[config.mk]
export PLATFORM = sky130hd
export DESIGN_NAME = cluster_clk_gate
export DESIGN_NICKNAME = d
export VERILOG_FILES = /design/src/rtl/cluster_clk_gate.sv
export SDC_FILE = /design/constraint.sdc
export NUM_CORES = 1
export LEC_CHECK = 0
export BUFFER_PORTS_ARGS = -buffer_cell sky130_fd_sc_hd__buf_2
export CAP_MARGIN = 0
export CELL_PAD_IN_SITES_DETAIL_PLACEMENT = 1
export CELL_PAD_IN_SITES_GLOBAL_PLACEMENT = 2
export CORE_MARGIN = 1
export CORE_UTILIZATION = 33
export DETAILED_ROUTE_END_ITERATION = 12
export PLACE_DENSITY = 0.9
export SLEW_MARGIN = 20
export SYNTH_ARGS = -nofsm -noshare
export SYNTH_HDL_FRONTEND = slang
export SYNTH_SLANG_ARGS = --single-unit
[constraint.sdc]
create_clock -name clk -period 5.35 [get_ports clk]
set_input_delay 0.2675 -clock clk [delete_from_list [all_inputs] [get_ports clk]]
set_output_delay 0.2675 -clock clk [all_outputs]
set_load 0.01 [all_outputs]
[src/rtl/cluster_clk_gate.sv]
// Latch-based integrated clock gate with enable hold-off, test override and
// a saturating counter of clock pulses passed through to clk_o.
module cluster_clk_gate #(
    parameter int unsigned HOLD_CYCLES = 0,
    parameter int unsigned CNT_WIDTH   = 16
) (
    input  logic                 clk,
    input  logic                 rst_n,
    input  logic                 en_i,
    input  logic                 test_en_i,
    input  logic                 cnt_clr_i,
    output logic                 clk_o,
    output logic                 clk_en_o,
    output logic [CNT_WIDTH-1:0] active_cnt_o
);

    localparam int unsigned HoldW = (HOLD_CYCLES > 0) ? $clog2(HOLD_CYCLES + 1) : 1;

    logic [HoldW-1:0]     r_hold_cnt;
    logic [CNT_WIDTH-1:0] r_active_cnt;
    logic                 r_en_q;
    logic                 w_hold_active;
    logic                 w_req;

    assign w_hold_active = (r_hold_cnt != '0);
    assign w_req         = en_i | test_en_i | w_hold_active;

    // Hold-off counter: reload on every enabled edge, then count down to idle.
    always_ff @(posedge clk or negedge rst_n) begin
        if (!rst_n) begin
            r_hold_cnt <= '0;
        end else if (en_i) begin
            r_hold_cnt <= HoldW'(HOLD_CYCLES);
        end else if (w_hold_active) begin
            r_hold_cnt <= r_hold_cnt - HoldW'(1);
        end
    end

    // Enable latch, transparent in the low phase so clk_o highs are never cut short.
    always_latch begin
        if (!rst_n) begin
            r_en_q <= 1'b0;
        end else if (!clk) begin
            r_en_q <= w_req;
        end
    end

    assign clk_o    = clk & r_en_q;
    assign clk_en_o = r_en_q;

    // Activity counter: counts edges that reach clk_o, clear wins, saturates at all-ones.
    always_ff @(posedge clk or negedge rst_n) begin
        if (!rst_n) begin
            r_active_cnt <= '0;
        end else if (cnt_clr_i) begin
            r_active_cnt <= '0;
        end else if (r_en_q && (r_active_cnt != '1)) begin
            r_active_cnt <= r_active_cnt + CNT_WIDTH'(1);
        end
    end

    assign active_cnt_o = r_active_cnt;

endmodule

==> reports/metrics.yaml, run 1 <==
grt_overflow_total: 0
cp-start-kind: "latch"
synth_flop_cell: "dfrtp_1"
fp.dieW_um: 55.1
routedWlPerCell_um: 16.9
crit_chain: "o41ai_4, nor4_2, mux2_1"
coreArea_um2: 2570
tightestPinTransition_ps: 1000
status: "finished, final reports clean"
fp-row-count: 18
drtIter0Drc: 12
hold_viol_final: 0
p_comb_frac: 0.068
syn_area_um2: 932
p_int_mw: 0.208
synth-edff-count: 0
dieArea_um2: 3040
reg2reg_from: "clk_en_o$_DLATCH_P_"
rsz0062_at_grt: "no"
tns_ps: 0
ant_nets: 0
drcViolationCount: 0
critical_path.endpoint_type: "flop"
setup_viol: 0
slew_headroom: 0.330
slew_violations: 0
total_power_mw: 0.282
mostFrequentLayoutCell: "buf_2"
port_buffers: 22
cts_resized: 0
first_pass_iters: 4
die_y_um: 55.1
ys_types: 32
critical_path.top_delay_family: "latches"
cts_tree: "yes"
cap_violations: 0
drive_gt1_frac: 0.305
reg2reg_depth: 3
critPathMaxStageDelay_ps: 450
hp-class: "input port to clock gate"
grt_pass1_vias: 905
cp_num_buf_inv: 0
synth_cells: 96
gp_congestion: 0.806
synth_seq_cells: 17
synthArstFlopShare: 0.941
switchingPower_mw: 0.0742
fin_hold_ws_ps: 8.33
crit_path_top_delay_cell: "dlxtp_1"
grt_pass1_wl_um: 4220
peakVddDrop_mv: 0.170
critPathRequiredTime_ps: 5640
area_growth_pct: 25.0
p_leak_nw: 0.536
io_pins: 23
insertion_delay_ps: 410
antenna_found_initial: 0
n_fill_cell: 313
fin_ws_ps: 1120
p_seq_frac: 0.456
grt_max_degree: 20
utilization: 0.454
pwr-share-clk: 0.476
drt_wl_total_um: 2660
preCtsSetupSlack_ps: 1160
cts_hold_buf: 4
postCtsSetupBuffers: 0
vias: 917
layout_common_cells: "buf_2, dfrtp_1, a21oi_1"
timing.rr.end: "active_cnt_o[15]$_DFFE_PN0P_"
track_usage: 0.209
critPathMaxFanout: 19
hpwlAfterDp_um: 1760
vias_per_cell: 5.80
powerDensity_nw_per_um2: 242
layout.nets: 135
arrival_ps: 4520
switching_share: 0.263
n_antenna_cell: 0
yosys_warnings: 0
initial_utilization: 0.363
synth_area_per_cell_um2: 9.71
clk_pin_slew_worst_paths_ps: 100
holdPathStages: 5
hp-start: "rst_n"
r2r_setup_slack_ps: 1120
synth.net_count: 102
clock_skew_ps: 25.4
worstSetupPathType: "latch to flop"
[Yosys cell counts, types with 2 or more instances]
master | count | area [um^2]
mux2i_1 | 2 | 20.0
o31ai_1 | 5 | 37.5
and3_1 | 2 | 12.5
nand2_1 | 8 | 30.0
nor2_1 | 6 | 22.5
nand3_1 | 3 | 15.0
a21oi_1 | 11 | 55.1
and4_1 | 2 | 17.5
nand4_1 | 6 | 37.5
or4_1 | 4 | 30.0
dfrtp_1 | 16 | 400
or3_1 | 2 | 12.5
nor2b_1 | 2 | 12.5
or3_2 | 5 | 37.5
o21ai_1 | 5 | 25.0
[registers in the layout, summed over array words and instances (netlist names)]
register / flops
clk_en_o: 1
active_cnt_o: 16
[worst reg2reg max path, stage by stage, from the launching register on]
cell     delay [ps]
dlxtp_1         450
o41ai_4         260
nor4_2          360
mux2_1          350
[worst max-delay path by stage]
| stage | startpoint | endpoint | slack [ps] | depth (start not counted) |
|---|---|---|---|---|
| 3_3_place_gp | clk_en_o$_DLATCH_P_ | active_cnt_o[15]$_DFFE_PN0P_ | 1260 | 3 |
| 6_report | clk_en_o$_DLATCH_P_ | active_cnt_o[15]$_DFFE_PN0P_ | 1120 | 3 |
| 2_1_floorplan | clk_en_o$_DLATCH_P_ | active_cnt_o[15]$_DFFE_PN0P_ | 1320 | 3 |
| 5_1_grt | clk_en_o$_DLATCH_P_ | active_cnt_o[15]$_DFFE_PN0P_ | 1010 | 3 |
| 4_1_cts | clk_en_o$_DLATCH_P_ | active_cnt_o[15]$_DFFE_PN0P_ | 1130 | 3 |
| 3_5_place_dp | clk_en_o$_DLATCH_P_ | active_cnt_o[15]$_DFFE_PN0P_ | 1160 | 3 |
[cell families after synthesis]
group | after synthesis | synth area share
AOI/OAI and AO/OA | 25 | 0.179
xor gates and xnor gates | 1 | 0.00940
adders and majority gates | 1 | 0.0134
buffers and inverters | 4 | 0.0241
DFF | 16 | 0.430
latches | 1 | 0.0161
muxes | 4 | 0.0456
and+or+nand+nor | 44 | 0.283
[metrics by stage]
| stage | cells | cell area, um^2 |
|---|---|---|
| floorplan | 96 | 932 |
| global placement | 145 | 1060 |
| detailed placement | 145 | 1060 |
| CTS | 158 | 1160 |
| global route | 158 | 1160 |
| finish | 158 | 1160 |
[area by class of cell]
| class | instances | area, um^2 | area share |
|---|---|---|---|
| clock buffers | 10 | 68.8 | 0.0591 |
| repair buffers | 25 | 145 | 0.125 |
| well taps | 30 | 37.5 | 0.0322 |
| flip-flops and latches | 17 | 415 | 0.357 |
| inverters | 1 | 3.75 | 0.00322 |
| multi-input cells | 75 | 494 | 0.424 |
[power by group through the flow]
stage	registers (mW)	clock network (mW)	logic [mW]
floorplan	0.131	0.00552	0.00911
global placement	0.131	0.00801	0.0167
detailed placement	0.131	0.00801	0.0173
CTS	0.128	0.140	0.0197
global route	0.129	0.150	0.0213
finish	0.129	0.134	0.0193
[per-layer routing]
metal,vias to the layer above,global-route usage,routed length [um]
li1,436,-,-
met1,455,0.255,1210
met2,20,0.291,1320
met3,6,0.0601,86
met4,0,0.196,52
met5,-,0,0
Note: power is estimated with default switching activity, not from simulation.
==> inputs of run 2 (changes only) <==
Settings changed: ABC_AREA from default to 1, CORE_UTILIZATION 33 to 26, PLACE_DENSITY 0.9 to 0.82.
Clock period 5.35 ns to 3.7 ns, I/O delays scaled along.
==> run 2 against run 1 <==
Against the previous run:
- count of clock-buffer cells in the layout stayed put
- register-to-register slack worse by 460 ps
- die area is 44% higher
- global-route usage is 4.5 points lower
- clock skew is 50 ps higher
- power is 82% higher
- highest routed layer unchanged
==> reports/metrics.yaml, run 2 <==
grt_max_degree: 18  # -10%
slew_headroom: 0.433  # +0.102
tns_ps: 0  # unchanged
synth_area_per_cell_um2: 7.19  # -26%
routedWlPerCell_um: 13.4  # -21%
hpwlAfterDp_um: 2210  # +25%
cts_tree: "yes"
powerDensity_nw_per_um2: 375  # +55%
worstSetupPathType: "latch to flop"
drcViolationCount: 0  # unchanged
synth_most_common_cell: "nand2_1"
n_antenna_cell: 0  # unchanged
vias_per_cell: 4.70  # -19%
synth_cells: 149  # +55%
utilization: 0.360  # -0.0934
wl_met3_um: 111  # +29%
fin_area_um2: 1370  # +18%
drt_wl_total_um: 3070  # +15%
critPathMaxFanout: 6  # -13
cts_hold_buf: 3  # -1
coreArea_um2: 3800  # +48%
cts_resized: 0  # unchanged
synth_top_area_frac: 0.374  # -0.0557
io_pins: 23  # unchanged
antenna_found_initial: 0  # unchanged
synthArstFlopShare: 0.941  # unchanged
synth.net_count: 155  # +52%
largest_reg_flops: 16  # unchanged
postCtsSetupBuffers: 0  # unchanged
yosys_warnings: 0  # unchanged
track_usage: 0.165  # -0.0447
drtIter0Drc: 32  # +20
synthTopCellsByCount: "nand2_1, dfrtp_1, nor2_1, nand3_1, inv_1"
slew_violations: 0  # unchanged
clk_pin_slew_worst_paths_ps: 100  # about the same
ys_types: 25  # -22%
arrival_ps: 3340  # -1180 ps
hold_viol_final: 0  # unchanged
total_power_mw: 0.514  # +82%
die_y_um: 66.2  # +20%
vias: 1077  # +17%
layout.nets: 187  # +39%
wl_met1_um: 1480  # +22%
cp-start-kind: "latch"
rsz0062_at_grt: "no"
port_buffers: 22  # unchanged
synth_seq_cells: 17  # unchanged
critical_path.endpoint_type: "flop"
fp.dieW_um: 66.2  # +20%
grt_overflow_total: 0  # unchanged
p_leak_nw: 0.718  # +34%
wl_met2_um: 1450  # +10%
setup_viol: 0  # unchanged
synth_largest_area_cell: "dfrtp_1"
gp_congestion: 0.812  # +0.74%
syn_area_um2: 1070  # +15%
grt_pass1_wl_um: 5260  # +25%
area_growth_pct: 27.8
clock_skew_ps: 75.7  # +50.3 ps
fp-row-count: 22  # +4
mostFrequentLayoutCell: "nand2_1"
synthTopCellsByArea: "dfrtp_1, nand2_1, nand3_1"
cap_violations: 0  # unchanged
first_pass_iters: 4  # unchanged
layout.cells.non_filler: 229  # +45%
tightestPinTransition_ps: 848  # -153 ps
synth-edff-count: 0  # unchanged
critPathRequiredTime_ps: 4000  # -1640 ps
initial_utilization: 0.282  # -0.0811
insertion_delay_ps: 360  # -50 ps
drive_gt1_frac: 0.232  # -0.0726
placed_cells: 217  # +50%
dieArea_um2: 4380  # +44%
ant_nets: 0  # unchanged
peakVddDrop_mv: 0.194  # +14%
top_layer_used: "met4"
layout_common_cells: "nand2_1, buf_2, dfrtp_1"
status: "finished, final reports clean"
synth_flop_cell: "dfrtp_1"
place_area_um2: 1220  # +15%
grt_pass1_vias: 1176  # +30%
hp-class: "input port to flop"
run 2: cells by family after synthesis:
| logic type | share of synthesized area |
|---|---|
| AND/OR/NAND/NOR | 0.429 |
| buffers and inverters | 0.0724 |
| flip-flops | 0.374 |
| AO/OA/AOI/OAI | 0.0502 |
| XOR/XNOR | 0.0491 |
| adder cells (fa/ha/maj) | 0.0117 |
| latches | 0.0140 |
run 2: worst max-delay path, stage by stage (launching register included):
cell and delay [ps]:
dlxtp_1 440, inv_1 60, nor2_1 310, buf_4 220, nand4_1 90, nand2_1 90
run 2: cell type report:
cell class                 count  area (um^2)
fill                         488         2430
inverter                      12         50.0
tap                           48         60.1
clock buffer                  10          119
clock inverter                 1         3.75
multi-input combinational    116          578
timing repair buffer          25          143
sequential                    17          415
run 2: final timing paths:
kind | depth (start not counted) | to | slack (ps) | startpoint
setup / recovery | 5 | active_cnt_o[7]$_DFFE_PN0P_ | 650 | clk_en_o$_DLATCH_P_
hold / removal | 4 | active_cnt_o[8]$_DFFE_PN0P_ | 140 | cnt_clr_i
setup reg to reg | 5 | active_cnt_o[7]$_DFFE_PN0P_ | 650 | clk_en_o$_DLATCH_P_
hold reg to reg | 2 | active_cnt_o[15]$_DFFE_PN0P_ | 550 | active_cnt_o[15]$_DFFE_PN0P_
max in group gated | 4 | clock gate | 1460 | rst_n
max in group asynchronous | 4 | active_cnt_o[15]$_DFFE_PN0P_ | 1620 | rst_n
min in group gated | 4 | clock gate | 170 | rst_n
min in group asynchronous | 4 | active_cnt_o[8]$_DFFE_PN0P_ | 1550 | rst_n
run 2: stage by stage:
step | worst slack [ps] | hold WS (ps)
2_1_floorplan | 839 | -1670
3_3_place_gp | 665 | -1400
3_5_place_dp | 600 | -1400
4_1_cts | 642 | 141
5_1_grt | 471 | 167
6_report | 654 | 142
run 2: power by group:
group	switching (mW)	internal [mW]
logic	0.0214	0.0106
clock network	0.101	0.197
registers	0.00318	0.181
total	0.125	0.388
run 2: layer usage:
layer  up-vias  GRT usage
met4         0     0.0904
met2        22      0.261
met3         4     0.0431
li1        534          -
met1       517      0.201
met5         -          0
==> inputs of run 3 (changes only) <==
Settings changed: ABC_AREA 1 to 0, CORE_UTILIZATION 26 to 28.
Clock period 3.7 ns to 2.58 ns, I/O delays scaled along.
==> run 3 against run 2 <==
Against the previous run:
- hold slack got worse by 100 ps
- combinational power up 38%
- largest power group unchanged
- critical path depth down 2
- sequential power grew 45%
- sequential share of layout area rose by 3.8 points
- worst setup slack lost 590 ps
- critical endpoint is now clk_o
==> reports/metrics.yaml, run 3 (synthesized netlist as in run 1, its figures left out) <==
status: "finished, final reports clean"
n_fill_cell: 380  # -22%
powerDensity_nw_per_um2: 497  # +32%
fin_ws_ps: 61.8  # -593 ps
critPathRequiredTime_ps: 2450  # -1550 ps
clock_skew_ps: 115  # +39.0 ps
ant_nets: 0  # unchanged
insertion_delay_ps: 400  # +40 ps
startpoint: "clk_en_o$_DLATCH_P_"
dieArea_um2: 3560  # -19%
peakVddDrop_mv: 0.147  # -24%
grt_max_degree: 19  # +1
clk_pin_slew_worst_paths_ps: 60  # -40 ps
rsz0062_at_grt: "no"
arrival_ps: 2390  # -950 ps
preCtsSetupSlack_ps: -32.5  # -632 ps
grt_pass1_wl_um: 4360  # -17%
die_y_um: 59.7  # -9.8%
layout_common_cells: "buf_2, dfrtp_1, a21oi_1"
port_buffers: 22  # unchanged
layout.nets: 137  # -27%
setup_viol: 0  # unchanged
multi_input_area_um2: 503  # -13%
hold_viol_final: 0  # unchanged
gp_congestion: 0.718  # -12%
hp-class: "input port to clock gate"
timing.rr.end: "active_cnt_o[3]$_DFFE_PN0P_"
fp.dieW_um: 59.7  # -9.8%
critical_path.endpoint_type: "output port"
place_area_um2: 1110  # -9.1%
p_leak_nw: 0.556  # -23%
reg2reg_depth: 3  # -2
slew_violations: 0  # unchanged
fin_hold_ws_ps: 41.1  # -100 ps
tightestPinTransition_ps: 758  # -89.4 ps
drtIter0Drc: 43  # +34%
cap_violations: 0  # unchanged
regArea_um2: 415  # unchanged
track_usage: 0.170  # +0.00526
drcViolationCount: 0  # unchanged
cts_tree: "yes"
endpoint: "clk_o"
slew_headroom: 0.493  # +0.0598
critPathMaxFanout: 3  # -3
vias_per_cell: 5.33  # +13%
fp-row-count: 20  # -9.1%
area_growth_pct: 30.3
first_pass_iters: 4  # unchanged
n_antenna_cell: 0  # unchanged
antenna_found_initial: 0  # unchanged
hpwlAfterDp_um: 1770  # -20%
fin_area_um2: 1210  # -11%
io_pins: 23  # unchanged
drive_gt1_frac: 0.344  # +0.111
grt_pass1_vias: 953  # -19%
grt_overflow_total: 0  # unchanged
reg2reg_from: "clk_en_o$_DLATCH_P_"
largest_reg_flops: 16  # unchanged
total_power_mw: 0.604  # +18%
initial_utilization: 0.300  # +0.0185
vias: 932  # -13%
mostFrequentLayoutCell: "buf_2"
worstSetupPathType: "latch to output port"
routedWlPerCell_um: 15.1  # +12%
cp-start-kind: "latch"
drt_wl_total_um: 2640  # -14%
r2r_setup_slack_ps: 70  # -580 ps
coreArea_um2: 3100  # -18%
run 3: area by class of cell:
type,instances,share of cell area
Sequential cell,17,0.342
Inverter,1,0.00309
Timing Repair Buffer,28,0.134
Tap cell,44,0.0453
Clock buffer,10,0.0618
Multi-Input combinational cell,75,0.414
run 3: worst min-delay path by stage:
stage,cells after the start,slack [ps],endpoint,start
after floorplan,0,-1160,clock gate,rst_n
after global placement,2,-830,clock gate,rst_n
after detailed placement,2,-830,clock gate,rst_n
after CTS,4,50,clock gate,rst_n
after global routing,4,70,clock gate,rst_n
final,4,40,clock gate,rst_n
run 3: what timing repair did:
action | CTS | global route
resized for setup | 0 | 1
setup endpoints to repair | 0 | 4
hold buffers | 2 | 0
buffers inserted | 0 | 1
endpoints found under the hold margin | 17 | 0
run 3: per-layer routing:
layer	GRT usage	vias to the layer above	part of all wire	wire (um)
li1	-	439	-	-
met1	0.211	467	0.46	1200
met2	0.251	21	0.50	1320
met3	0.0390	5	0.030	78
met4	0.136	0	0.014	38
met5	0	-	0	0
run 3: stage by stage:
stage,setup TNS (ps),cells,util
2_1_floorplan,-11.7,96,-
3_3_place_gp,0,163,0.359
3_5_place_dp,-77.3,163,0.359
4_1_cts,0,174,0.388
5_1_grt,0,175,0.392
6_report,0,175,0.392
run 3: critical path, stage by stage, from the launching register on:
cell     delay [ps]
dlxtp_1         420
buf_4           150
and2_1          120
buf_2           120
run 3: where the power goes:
part | total (mW) | internal, mW | switching, mW
Sequential | 0.266 | 0.260 | 0.00581
Combinational | 0.0441 | 0.0183 | 0.0258
Clock | 0.294 | 0.170 | 0.124
